[config.mk]
export PLATFORM = sky130hd
export DESIGN_NAME = if_stage
export DESIGN_NICKNAME = d
export VERILOG_FILES = /design/src/rtl/if_pkg.sv /design/src/rtl/if_id_reg.sv /design/src/rtl/if_stage.sv
export SDC_FILE = /design/constraint.sdc
export NUM_CORES = 1
export LEC_CHECK = 0
export BUFFER_PORTS_ARGS = -buffer_cell sky130_fd_sc_hd__buf_2
export CAP_MARGIN = 10
export CORE_MARGIN = 4
export CORE_UTILIZATION = 37
export CTS_CLUSTER_SIZE = 30
export DETAILED_ROUTE_END_ITERATION = 10
export GPL_TIMING_DRIVEN = 1
export REMOVE_ABC_BUFFERS = 1
export SKIP_CTS_REPAIR_TIMING = 1
export SLEW_MARGIN = 30
export SYNTH_ARGS = -nofsm -noshare
export SYNTH_HDL_FRONTEND = slang
export SYNTH_SLANG_ARGS = --single-unit
[constraint.sdc]
create_clock -name clk -period 6.6 [get_ports clk]
set_input_delay 0.33 -clock clk [delete_from_list [all_inputs] [get_ports clk]]
set_output_delay 0.33 -clock clk [all_outputs]
set_load 0.02 [all_outputs]
[src/rtl/if_pkg.sv]
// Shared constants and helpers for the instruction-fetch stage.
package if_pkg;

  localparam logic [31:0] IRQ_VECTOR       = 32'h8000_0004;
  localparam logic [31:0] DEFAULT_RESET_PC = 32'h8000_0000;
  localparam logic [31:0] DEFAULT_NOP_INST = 32'h0000_0000;
  localparam int unsigned SUPERVISOR_BIT   = 31;

  typedef enum logic [1:0] {
    ID_HOLD   = 2'd0,
    ID_LOAD   = 2'd1,
    ID_BUBBLE = 2'd2
  } id_ctrl_e;

  // Sequential increment keeps the supervisor bit; the low bits wrap on their own.
  function automatic logic [31:0] pc_inc(input logic [31:0] pc);
    pc_inc = {pc[SUPERVISOR_BIT], pc[SUPERVISOR_BIT-1:0] + 31'd4};
  endfunction

endpackage

[src/rtl/if_id_reg.sv]
// IF/ID pipeline register: hold, bubble or load of {inst, pc_plus4, valid}.
module if_id_reg
  import if_pkg::*;
#(
  parameter logic [31:0] RESET_PC = DEFAULT_RESET_PC,
  parameter logic [31:0] NOP_INST = DEFAULT_NOP_INST
) (
  input  logic        clk,
  input  logic        reset,
  input  id_ctrl_e    ctrl,
  input  logic [31:0] load_inst,
  input  logic [31:0] load_pc_plus4,
  output logic [31:0] id_inst,
  output logic [31:0] id_pc_plus4,
  output logic        id_valid
);

  logic [31:0] inst_q, inst_d;
  logic [31:0] pc_plus4_q, pc_plus4_d;
  logic        valid_q, valid_d;

  // Next-value selection for the pipeline register.
  always_comb begin
    inst_d     = inst_q;
    pc_plus4_d = pc_plus4_q;
    valid_d    = valid_q;
    case (ctrl)
      ID_LOAD: begin
        inst_d     = load_inst;
        pc_plus4_d = load_pc_plus4;
        valid_d    = 1'b1;
      end
      ID_BUBBLE: begin
        inst_d     = NOP_INST;
        pc_plus4_d = load_pc_plus4;
        valid_d    = 1'b0;
      end
      ID_HOLD: begin
        inst_d     = inst_q;
        pc_plus4_d = pc_plus4_q;
        valid_d    = valid_q;
      end
      default: begin
        inst_d     = inst_q;
        pc_plus4_d = pc_plus4_q;
        valid_d    = valid_q;
      end
    endcase
  end

  // Register update with synchronous reset.
  always_ff @(posedge clk) begin
    if (reset) begin
      inst_q     <= NOP_INST;
      pc_plus4_q <= RESET_PC;
      valid_q    <= 1'b0;
    end else begin
      inst_q     <= inst_d;
      pc_plus4_q <= pc_plus4_d;
      valid_q    <= valid_d;
    end
  end

  assign id_inst     = inst_q;
  assign id_pc_plus4 = pc_plus4_q;
  assign id_valid    = valid_q;

endmodule

[src/rtl/if_stage.sv]
// Instruction-fetch stage: PC register, next-PC mux and IF/ID register.
// Optional interrupt entry is enabled by defining IF_IRQ_EN.
module if_stage
  import if_pkg::*;
#(
  parameter logic [31:0] RESET_PC = DEFAULT_RESET_PC,
  parameter logic [31:0] NOP_INST = DEFAULT_NOP_INST
) (
  input  logic        clk,
  input  logic        reset,
  input  logic        stall,
  input  logic        redirect_en,
  input  logic [31:0] redirect_pc,
  output logic [31:0] imem_addr,
  input  logic [31:0] imem_rdata,
  output logic [31:0] id_inst,
  output logic [31:0] id_pc_plus4,
  output logic        id_valid,
  output logic [5:0]  id_opcode,
  output logic [5:0]  id_funct
`ifdef IF_IRQ_EN
  ,
  input  logic        irq,
  output logic        irq_taken,
  output logic [31:0] irq_epc
`endif
);

  logic [31:0] pc_q, pc_d;
  logic [31:0] id_plus4_s;
  id_ctrl_e    id_ctrl_s;
  logic        irq_take_s;

`ifdef IF_IRQ_EN
  logic        irq_taken_q, irq_taken_d;
  logic [31:0] irq_epc_q, irq_epc_d;

  // Interrupts are only accepted in user mode and yield to redirect and stall.
  assign irq_take_s = irq & ~pc_q[SUPERVISOR_BIT] & ~redirect_en & ~stall;
`else
  assign irq_take_s = 1'b0;
`endif

  // Next-PC priority: redirect, interrupt, stall, sequential.
  always_comb begin
    pc_d       = pc_q;
    id_ctrl_s  = ID_HOLD;
    id_plus4_s = pc_inc(pc_q);
    if (redirect_en) begin
      pc_d       = redirect_pc;
      id_ctrl_s  = ID_BUBBLE;
      id_plus4_s = pc_inc(redirect_pc);
    end else if (irq_take_s) begin
      pc_d       = IRQ_VECTOR;
      id_ctrl_s  = ID_BUBBLE;
      id_plus4_s = pc_inc(IRQ_VECTOR);
    end else if (stall) begin
      pc_d       = pc_q;
      id_ctrl_s  = ID_HOLD;
      id_plus4_s = pc_inc(pc_q);
    end else begin
      pc_d       = pc_inc(pc_q);
      id_ctrl_s  = ID_LOAD;
      id_plus4_s = pc_inc(pc_q);
    end
  end

  // PC register.
  always_ff @(posedge clk) begin
    if (reset) begin
      pc_q <= RESET_PC;
    end else begin
      pc_q <= pc_d;
    end
  end

`ifdef IF_IRQ_EN
  // Exception PC captures the discarded instruction's address for re-execution.
  always_comb begin
    irq_taken_d = irq_take_s;
    if (irq_take_s) begin
      irq_epc_d = pc_q;
    end else begin
      irq_epc_d = irq_epc_q;
    end
  end

  // Interrupt status registers.
  always_ff @(posedge clk) begin
    if (reset) begin
      irq_taken_q <= 1'b0;
      irq_epc_q   <= 32'h0000_0000;
    end else begin
      irq_taken_q <= irq_taken_d;
      irq_epc_q   <= irq_epc_d;
    end
  end

  assign irq_taken = irq_taken_q;
  assign irq_epc   = irq_epc_q;
`endif

  if_id_reg #(
    .RESET_PC (RESET_PC),
    .NOP_INST (NOP_INST)
  ) u_if_id_reg (
    .clk           (clk),
    .reset         (reset),
    .ctrl          (id_ctrl_s),
    .load_inst     (imem_rdata),
    .load_pc_plus4 (id_plus4_s),
    .id_inst       (id_inst),
    .id_pc_plus4   (id_pc_plus4),
    .id_valid      (id_valid)
  );

  assign imem_addr = pc_q;
  assign id_opcode = id_inst[31:26];
  assign id_funct  = id_inst[5:0];

endmodule

; Word-level counts from Yosys, hierarchy flattened
; Index checks and enable logic that the tools add are counted.
[classes]
add_sub_neg = 2
n_eq_ne = 3
muxes = 7
n_reduce_logical = 2
[ops]
columns = op, count
row1 = two-way mux 32 bit, 2
row2 = one-hot mux 32 bit (2 select lines), 1
row3 = adder 31 x 3 -> 31 bit (second input constant), 2
row4 = two-way mux 31 bit, 1
row5 = == test 2 x 1 -> 1 bit (second input constant), 1
row6 = == test 2 bit (second input constant), 1
row7 = two-way mux 2 bit, 1
row8 = inequality test 2 x 1 -> 1 bit (second input constant), 1
row9 = one-hot mux 1 bit (2 select lines), 1
row10 = nonzero test 2 bit, 1
row11 = OR reduction 2 bit, 1
row12 = two-way mux 1 bit, 1
[word_totals]
ff_bits = 97
in_bits = 68
out_inout_bits = 109

; Logic depth before layout (Yosys ltp)
; Gate-level depths: netlist of the first run.
[depth]
word_depth = 4
mapped_depth = 7
depth_no_buf = 6

; By module
; From an unflattened synthesis of the first run, not the netlist that was laid out.
[hier_totals]
cells_unflattened = 665
hier_area_um2 = 5786.8
[by_module_without_submodules]
columns = mod, n_inst, cells_per_inst, area_per_inst_um2, seq_area_each_um2
row1 = if_stage, 1, 411, 3128.0, 640.6
row2 = if_id_reg, 1, 254, 2658.8, 1301.2

; Worst setup path after synthesis of the first run
; Ideal clock, no wire load.
[synth_timing]
path_kind = register to register
from = reg pc_q[2] (netlist: imem_addr[2])
to = reg u_if_id_reg.pc_plus4_q[28] (netlist: u_if_id_reg.id_pc_plus4[28])
setup_ps = 134
arrival_time_ps = 2102
t_required_ps = 6466
path_slack_ps = 4364
path_stages_with_launch = 8
n_path_buf = 1
synth_period_minus_slack_ps = 2236
path_cell_list = dfxtp_1 ha_1 nand3_1 or3_1 buf_2 o31a_1 o31ai_1 o22ai_1
[synth_via]
elab_chain_len = 2
[synth_rtl]
columns = item, line_no
row1 = "start, declared", if_stage.sv:29  ; logic [31:0] pc_q, pc_d;
row2 = "start signal, assigned", if_stage.sv:73  ; pc_q <= pc_d;
row3 = adder 31 x 3 -> 31 bit, if_pkg.sv:17  ; pc_inc = {pc[SUPERVISOR_BIT], pc[SUPERVISOR_BIT-1:0] + 31'd4};
row4 = two-way mux 32 bit, if_stage.sv:49  ; if (redirect_en) begin
row5 = "end signal, assigned", if_id_reg.sv:59  ; pc_plus4_q <= pc_plus4_d;
row6 = "end, declared", if_id_reg.sv:19  ; logic [31:0] pc_plus4_q, pc_plus4_d;
; No other way between the ends.
; A chain may end at the register's enable or synchronous reset.

; Worst setup path after layout of the first run
[layout_timing]
from = reg pc_q[2] (netlist: imem_addr[2])
to = reg u_if_id_reg.pc_plus4_q[18] (netlist: u_if_id_reg.id_pc_plus4[18])
; Same word-level chain as after synthesis.

==> impl_metrics.json, run 1 <==
{
  "synth_largest_area_cell": "dfxtp_1",
  "synthTopCellsByCount": "97 x dfxtp_1, 82 x nor2_1, 46 x mux2i_1",
  "cp-start-kind": "flop",
  "fin_skew_ps": 10.6,
  "dieArea_um2": 16300,
  "synthArstFlopShare_pct": 0,
  "max-vdd-ir-drop_mv": 0.141,
  "routed_wirelength_um": 16900,
  "worst-r2r-setup-slack_ps": 4160,
  "die_width_um": 128,
  "cp.arrival_ps": 2730,
  "clk_latency_ps": 360,
  "clk_path_buf_depth": 2,
  "p_leak_nw": 2.80,
  "drive_gt1_share_pct": 28.5,
  "tns_ps": 0,
  "start_util_pct": 38.0,
  "grt_pass1_wl_um": 26600,
  "root_buffer": "clkbuf_16",
  "htree_levels": 3,
  "pin_count": 177,
  "drtIter0Drc": 353,
  "grt_pass1_vias": 4942,
  "vias": 5196,
  "worstPathMaxFanout": 11,
  "overflow": 0,
  "firstDrtPassIters": 6,
  "numPortBuffers": 176,
  "synth_cell_types": 59,
  "diodes": 0,
  "ys_seq_area_share_pct": 36.5,
  "layout_min_cycle_time_ps": 2440,
  "ys_warn_count": 0,
  "setup_viol": 0,
  "hpwl_um": 12500,
  "yosys.area.top_type_share_pct": 36.5,
  "cts_tree": "built",
  "clkSinkCount": 97,
  "netlist_instances": 620,
  "fin_ws_ps": 4160,
  "global_route.usage.total_pct": 20.3,
  "ant_nets": 0,
  "synth_edf_count": 0,
  "dp_slack_ps": 3950,
  "wire_per_inst_um": 17.9,
  "fmax_mhz": 410,
  "setup.worst_path.class": "reg -> reg",
  "slew_headroom_pct": 44.9,
  "globalplace.congestion": 0.850,
  "path_clk_slew_ps": 80,
  "synthToLayoutAreaGrowth_pct": 21.4,
  "drc": 0,
  "cts-buffers-inserted": 9,
  "synthesis.area_um2": 5320,
  "layout.nets": 829,
  "required_ps": 6890,
  "end_kind": "flop",
  "synth_area_leaders": "dfxtp_1 37%, mux2i_1 8.7%, nor2_1 5.8%",
  "place_inst": 927,
  "ys.flop_type": "dfxtp_1",
  "ys_ff_latch": 97,
  "avgSynthCellArea_um2": 8.57,
  "rsz0062_at_grt": "false",
  "hp-class": "in -> reg",
  "instances_no_fill": 944,
  "die_height_um": 128,
  "core_um2": 14000,
  "synth_most_common_cell": "dfxtp_1",
  "hold_violations": 0,
  "drv_cap": 0,
  "outcome": "complete, no violations",
  "fin_total_pwr_mw": 1.41,
  "slew_violations": 0,
  "final.period_utilization_pct": 37.0,
  "antenna_found_initial": 0,
  "power_per_cell_area_nw_per_um2": 219,
  "grt_max_degree": 72,
  "num_rows": 43,
  "worst_slew_pin_slew_ps": 820,
  "vias_per_cell": 5.50
}
state kept, by name, indices dropped and copies added, names as in the netlist:
register	flops
u_if_id_reg.id_valid	1
imem_addr	32
u_if_id_reg.id_pc_plus4	32
u_if_id_reg.id_inst	32
logic make-up (layout without fill, tap and decap cells):
logic type | after synthesis | count (layout) | synth area share, %
AND/OR/NAND/NOR | 246 | 246 | 24.5
AO/OA/AOI/OAI | 106 | 106 | 13.1
flip-flops | 97 | 97 | 36.5
XOR/XNOR | 62 | 62 | 10.2
buffers and inverters | 61 | 205 | 6.52
multiplexers | 46 | 46 | 8.66
adder cells (fa/ha/maj) | 2 | 2 | 0.471
layer usage:
metal	up-vias	GRT usage (%)	share of wire, %
met5	-	0	0
met4	0	4.81	1.3
met3	18	6.29	8.6
met2	204	32.4	47
met1	2492	26.9	43
li1	2482	-	-
critical path: stages (launching register included):
cell     delay, ps
dfxtp_1        430
ha_1           250
nand3_1        260
or3_1          650
or3_1          430
a31o_2         250
a21oi_1        110
cells in the final DEF (no fill, tap or decap), drive strengths merged, types with 3 or more instances in the layout:
master,n
and4,4
a21o,3
or3,9
o21a,3
nand4,22
and3,10
clkbuf,9
xnor2,32
nand3,19
dfxtp,97
inv,10
a221oi,6
a211oi,25
nor2b,3
nor4,18
o22ai,10
xor2,30
nor3,20
clkinvlp,3
buf,181
mux2i,46
nand2b,7
o21ai,23
a21oi,23
nor2,83
nand2,42
worst paths after layout:
| check | depth (start not counted) | end | startpoint |
|---|---|---|---|
| worst min register to register | 2 | u_if_id_reg.id_valid$_SDFFE_PP0P_ | u_if_id_reg.id_valid$_SDFFE_PP0P_ |
| worst max register to register | 6 | u_if_id_reg.id_pc_plus4[18]$_SDFFE_PP0P_ | imem_addr[2]$_SDFFE_PP0N_ |
| worst max-delay path | 6 | u_if_id_reg.id_pc_plus4[18]$_SDFFE_PP0P_ | imem_addr[2]$_SDFFE_PP0N_ |
| worst min-delay path | 3 | u_if_id_reg.id_inst[4]$_SDFFE_PP0P_ | imem_rdata[4] |
cell type report:
| cell class | count | area, µm² |
|---|---|---|
| Tap cell | 180 | 225 |
| Clock inverter | 7 | 53.8 |
| Timing Repair Buffer | 181 | 941 |
| Clock buffer | 9 | 225 |
| Inverter | 8 | 30.0 |
| Fill cell | 1431 | 7540 |
| Sequential cell | 97 | 1940 |
| Multi-Input combinational cell | 462 | 3030 |
where the power goes:
| part | total (mW) | leakage, nW | switching [mW] | internal, mW |
|---|---|---|---|---|
| Clock | 0.508 | 0.128 | 0.250 | 0.258 |
| Combinational | 0.246 | 1.88 | 0.153 | 0.0929 |
| Sequential | 0.655 | 0.800 | 0.0362 | 0.619 |
through the flow:
step           hold WS (ps)  utilization [%]  instance area (µm²)
2_1_floorplan           399                -                 5000
4_1_cts                 197             45.9                 6420
3_5_place_dp            444             43.9                 6140
6_report                204             46.1                 6450
5_1_grt                 202             46.1                 6450
3_3_place_gp            444             43.9                 6140
No activity file was read; power rests on OpenSTA's default activity.
==> inputs of run 2 (changes only) <==
ABC_AREA = 1   (was default)
clock period = 1.96 ns   (was 6.6 ns; I/O delays follow)
==> impl_metrics.json, run 2 <==
{
  "layout_min_cycle_time_ps": 1730,
  "dpl_cell_area_um2": 6700,
  "slew_violations": 0,
  "synth_area_leaders": "dfxtp_1 34%, nand2_1 17%, inv_1 7.0%",
  "required_ps": 2220,
  "clkSinkCount": 97,
  "antenna_found_initial": 2,
  "final_common_cell": "nand2_1",
  "synth_largest_area_cell": "dfxtp_1",
  "ys_warn_count": 0,
  "routed_wirelength_um": 19700,
  "max-vdd-ir-drop_mv": 0.472,
  "slew_headroom_pct": 50.9,
  "hp-class": "in -> reg",
  "global_route.usage.total_pct": 22.1,
  "cp-start-kind": "flop",
  "dieArea_um2": 17300,
  "ys_ff_latch": 97,
  "synth_edf_count": 0,
  "hold_start": "imem_rdata[5]",
  "vias": 6410,
  "ant_nets": 0,
  "wire_per_inst_um": 15.5,
  "layout.nets": 1156,
  "synth_cell_types": 39,
  "avgSynthCellArea_um2": 6.25,
  "globalplace.congestion": 0.939,
  "drtIter0Drc": 490,
  "cp_cell_sequence": "ha_1 -> nand2_1 -> nor2_4 -> nand2_4 -> nor2_4 -> nand2_1 -> nand3_1 -> nand2_1 -> o21bai_1 -> inv_1",
  "htree_levels": 3,
  "cts-buffers-inserted": 9,
  "hold_path_depth": 3,
  "overflow": 0,
  "cpMostUsedCell": "nand2_1",
  "rsz0062_at_grt": "false",
  "clk_latency_ps": 360,
  "power_per_cell_area_nw_per_um2": 695,
  "synthToLayoutAreaGrowth_pct": 28.7,
  "fin_hold_ws_ps": -14.0,
  "reg2regPathDepth": 10,
  "crit_path_start": "imem_addr[3]$_SDFFE_PP0N_",
  "hold_violations": 6,
  "core_um2": 14800,
  "worstPathMaxFanout": 5,
  "max_stage_delay_ps": 390,
  "path_clk_slew_ps": 80,
  "clk_path_buf_depth": 2,
  "synthesis.area_um2": 5650,
  "num_rows": 44,
  "drc": 0,
  "cp.arrival_ps": 1990,
  "p_leak_nw": 3.54,
  "worstReg2RegStart": "imem_addr[3]$_SDFFE_PP0N_",
  "worst_slew_pin_slew_ps": 737,
  "grt_max_degree": 61,
  "setup.worst_path.class": "reg -> reg",
  "root_buffer": "clkbuf_16",
  "start_util_pct": 38.3,
  "end_kind": "flop",
  "cp_slowest_cell": "dfxtp_1",
  "grt_pass1_wl_um": 30600,
  "fill_cells": 1538,
  "violations": "hold timing",
  "synthArstFlopShare_pct": 0,
  "synth_most_common_cell": "nand2_1",
  "firstDrtPassIters": 5,
  "drv_cap": 0,
  "worst-r2r-setup-slack_ps": 230,
  "setup_viol": 0,
  "hpwl_um": 14600,
  "fin_area_um2": 7270,
  "yosys.area.top_type_share_pct": 34.3,
  "r2r_end": "u_if_id_reg.id_pc_plus4[18]$_SDFFE_PP0P_",
  "drive_gt1_share_pct": 22.4,
  "vias_per_cell": 5.03,
  "synthTopCellsByCount": "255 x nand2_1, 106 x inv_1, 98 x nor2_1",
  "outcome": "finished with violations",
  "die_width_um": 132,
  "holdPathEnd": "u_if_id_reg.id_inst[5]$_SDFFE_PP0P_",
  "diodes": 0,
  "die_height_um": 132,
  "ys.flop_type": "dfxtp_1",
  "fin_skew_ps": 9.93,
  "final_cell_mix": "255 x nand2_1, 176 x buf_2, 106 x inv_1",
  "fmax_mhz": 579,
  "utilization_pct": 49.3,
  "netlist_instances": 904,
  "cts_tree": "built",
  "grt_pass1_vias": 5844,
  "numPortBuffers": 176,
  "final.period_utilization_pct": 88.1,
  "ys_seq_area_share_pct": 34.3,
  "pin_count": 177
}
-- run 2: cell type report --
type                            count  area, µm²  area share [%]
Sequential cell                    97       1940            26.7
Timing Repair Buffer              218       1300            17.8
Clock buffer                        9        225            3.10
Tap cell                          184        230            3.16
Clock inverter                      7       95.1            1.31
Multi-Input combinational cell    650       3070            42.2
Inverter                          110        413            5.68
-- run 2: where the power goes --
| group | switching (mW) | internal [mW] |
|---|---|---|
| Combinational | 0.611 | 0.345 |
| Sequential | 0.0897 | 2.08 |
| Clock | 0.896 | 1.03 |
| Total | 1.60 | 3.46 |
-- run 2: kinds of logic (layout without fill, tap and decap cells) --
family                     count (synthesis)  after routing  share of synthesized area, %
AOI/OAI and AO/OA                        158            158                          15.3
muxes                                      3              3                         0.531
buffers and inverters                    157            344                          11.5
and+or+nand+nor                          480            480                          36.8
DFF                                       97             97                          34.3
xor gates and xnor gates                   7              7                          1.08
adders and majority gates                  2              2                         0.443
-- run 2: layer usage --
metal | track usage [%] | wire length (µm) | share of wire (%)
met1 | 28.3 | 8630 | 44
met3 | 7.38 | 1910 | 9.7
met5 | 0 | 32 | 0.16
met2 | 34.7 | 8630 | 44
met4 | 7.93 | 524 | 2.7
-- run 2: how the worst max path moves through the flow --
stage                                                     to  slack (ps)  cells past startpoint
CTS                 u_if_id_reg.id_pc_plus4[18]$_SDFFE_PP0P_         230                     10
detailed placement  u_if_id_reg.id_pc_plus4[18]$_SDFFE_PP0P_         250                     10
floorplan           u_if_id_reg.id_pc_plus4[24]$_SDFFE_PP0P_        -630                      6
finish              u_if_id_reg.id_pc_plus4[18]$_SDFFE_PP0P_         230                     10
global placement    u_if_id_reg.id_pc_plus4[18]$_SDFFE_PP0P_         290                     10
global route                      imem_addr[18]$_SDFFE_PP0N_          30                     10
-- run 2: worst max-delay path: cells and delay by family (launching register included) --
family | cells | cell delay (ps)
compound gates | 1 | 120
fa+ha+maj | 1 | 250
buf+inv | 1 | 50
flops | 1 | 390
simple gates | 7 | 830
-- run 2: per-stage QoR --
stage	total power [mW]	setup TNS, ps	instances	setup WS, ps
after floorplan	2.71	-22630	857	-632
after global routing	5.30	0	1275	28.7
after detailed placement	3.13	0	1234	252
after global placement	3.14	0	1234	288
final	5.06	0	1275	233
after CTS	5.08	0	1250	234
==> inputs of run 3 (changes only) <==
CORE_MARGIN = 3   (was 4)
CORE_UTILIZATION = 45   (was 37)
MAX_ROUTING_LAYER = met4   (was default)
PLACE_DENSITY = 0.75   (was default)
==> impl_metrics.json, run 3 (synthesis results as in run 2) <==
{
  "hold_path_depth": 3,
  "fin_total_pwr_mw": 4.82,
  "slew_violations": 0,
  "hold_start": "imem_rdata[23]",
  "clk_latency_ps": 360,
  "path_clk_slew_ps": 70,
  "wire_per_inst_um": 15.1,
  "cpMostUsedCell": "nand3_1",
  "topRoutingLayerUsed": "met4",
  "dieArea_um2": 13900,
  "ant_nets": 0,
  "hpwl_um": 13800,
  "tns_ps": 0,
  "vias_per_cell": 5.17,
  "slew_headroom_pct": 49.9,
  "met2_length_um": 8340,
  "drive_gt1_share_pct": 22.6,
  "global_route.usage.total_pct": 26.8,
  "cp_num_cells": 9,
  "violations": "hold timing",
  "die_height_um": 118,
  "hold_violations": 23,
  "fin_hold_ws_ps": -12.9,
  "final_cell_mix": "255 x nand2_1, 176 x buf_2, 106 x inv_1",
  "pin_count": 177,
  "hp-class": "in -> reg",
  "crit_path_end": "u_if_id_reg.id_pc_plus4[24]$_SDFFE_PP0P_",
  "reg2regPathDepth": 9,
  "start_util_pct": 46.5,
  "grt_pass1_wl_um": 29600,
  "drtIter0Drc": 570,
  "drc": 0,
  "place_inst": 1214,
  "layout_min_cycle_time_ps": 1700,
  "cp.arrival_ps": 2000,
  "layout.nets": 1129,
  "cp_num_buf_inv": 0,
  "instances_no_fill": 1232,
  "wl_met1_um": 8340,
  "end_kind": "flop",
  "routed_wirelength_um": 18600,
  "crit_path_start": "imem_addr[3]$_SDFFE_PP0N_",
  "final_common_cell": "nand2_1",
  "setup_viol": 0,
  "cp_slowest_cell": "dfxtp_1",
  "cp-start-kind": "flop",
  "clkSinkCount": 97,
  "diodes": 0,
  "fill_cells": 1288,
  "grt_pass1_vias": 6024,
  "outcome": "finished with violations",
  "core_um2": 12200,
  "drv_cap": 0,
  "globalplace.congestion": 0.983,
  "cts_tree": "built",
  "p_leak_nw": 3.41,
  "cp_top_family": "simple AND/OR/NAND/NOR gates",
  "clk_path_buf_depth": 2,
  "dp_slack_ps": 298,
  "max-vdd-ir-drop_mv": 0.539,
  "numPortBuffers": 176,
  "required_ps": 2260,
  "die_width_um": 118,
  "setup.worst_path.class": "reg -> reg",
  "vias": 6367,
  "antenna_found_initial": 0,
  "fin_ws_ps": 257,
  "overflow": 0,
  "grt_max_degree": 61,
  "cts-buffers-inserted": 9,
  "worst-r2r-setup-slack_ps": 260,
  "max_stage_delay_ps": 390,
  "worst_slew_pin_slew_ps": 752,
  "power_per_cell_area_nw_per_um2": 693,
  "htree_levels": 3,
  "final.period_utilization_pct": 86.9,
  "synthToLayoutAreaGrowth_pct": 23.2,
  "rsz0062_at_grt": "false",
  "num_rows": 40,
  "worstPathMaxFanout": 4,
  "cp_cell_sequence": "ha_1 -> nand3_1 -> nor2_2 -> nand3_1 -> o21ai_1 -> nand2_1 -> nand2_1 -> nand3_1 -> nor2_1",
  "worstReg2RegStart": "imem_addr[3]$_SDFFE_PP0N_",
  "fin_skew_ps": 8.22,
  "dr_wl_met3_um": 1470,
  "firstDrtPassIters": 7,
  "fmax_mhz": 587,
  "root_buffer": "clkbuf_16",
  "r2r_end": "u_if_id_reg.id_pc_plus4[24]$_SDFFE_PP0P_"
}
## run 3: cell count changes in the layout (fill, tap and decap cells not counted)
cell and delta:
clkinvlp_4 +2, inv_8 -2, dlygate4sd3_1 -23, inv_6 -1
bufinv_16 -1, clkbuf_8 +2, clkinv_8 -1, clkinv_2 +1
buf_4 -4
## run 3: through the flow
| step | util (%) | instance area, µm² |
|---|---|---|
| floorplan | - | 5420 |
| global placement | 54.7 | 6650 |
| detailed placement | 54.7 | 6650 |
| CTS | 57.1 | 6940 |
| global route | 57.3 | 6960 |
| finish | 57.3 | 6960 |
## run 3: worst min path at each step
stage	to	slack, ps
after floorplan	imem_addr[14]$_SDFFE_PP0N_	160
final	u_if_id_reg.id_inst[23]$_SDFFE_PP0P_	-10
after global routing	u_if_id_reg.id_inst[19]$_SDFFE_PP0P_	1
after global placement	imem_addr[31]$_SDFFE_PP1P_	340
after CTS	imem_addr[31]$_SDFFE_PP1P_	-30
after detailed placement	imem_addr[31]$_SDFFE_PP1P_	340
## run 3: metal layers
metal | global-route usage (%) | vias to the layer above
li1 | - | 3181
met1 | 33.8 | 2883
met2 | 43.0 | 274
met3 | 4.95 | 29
met4 | 10.1 | 0
met5 | - | -
## run 3: cell type report
class	count	area [µm²]	area share, %
inverter	110	413	5.93
tap	168	210	3.02
clock buffer	11	253	3.63
multi-input combinational	650	3070	44.1
clock inverter	5	37.5	0.539
timing repair buffer	191	1040	14.9
sequential	97	1940	27.9
## run 3: worst register-to-register path: stages, from the launching register on
cell and delay, ps:
dfxtp_1 390, ha_1 230, nand3_1 150, nor2_2 210, nand3_1 190, o21ai_1 200, nand2_1 70, nand2_1 70
nand3_1 60, nor2_1 80
## run 3: report_power, final
part           internal, mW  leakage (nW)  switching, mW
clock network         0.935         0.138          0.806
registers              2.08         0.799         0.0933
logic                 0.311          2.47          0.594
total                  3.33          3.41           1.49
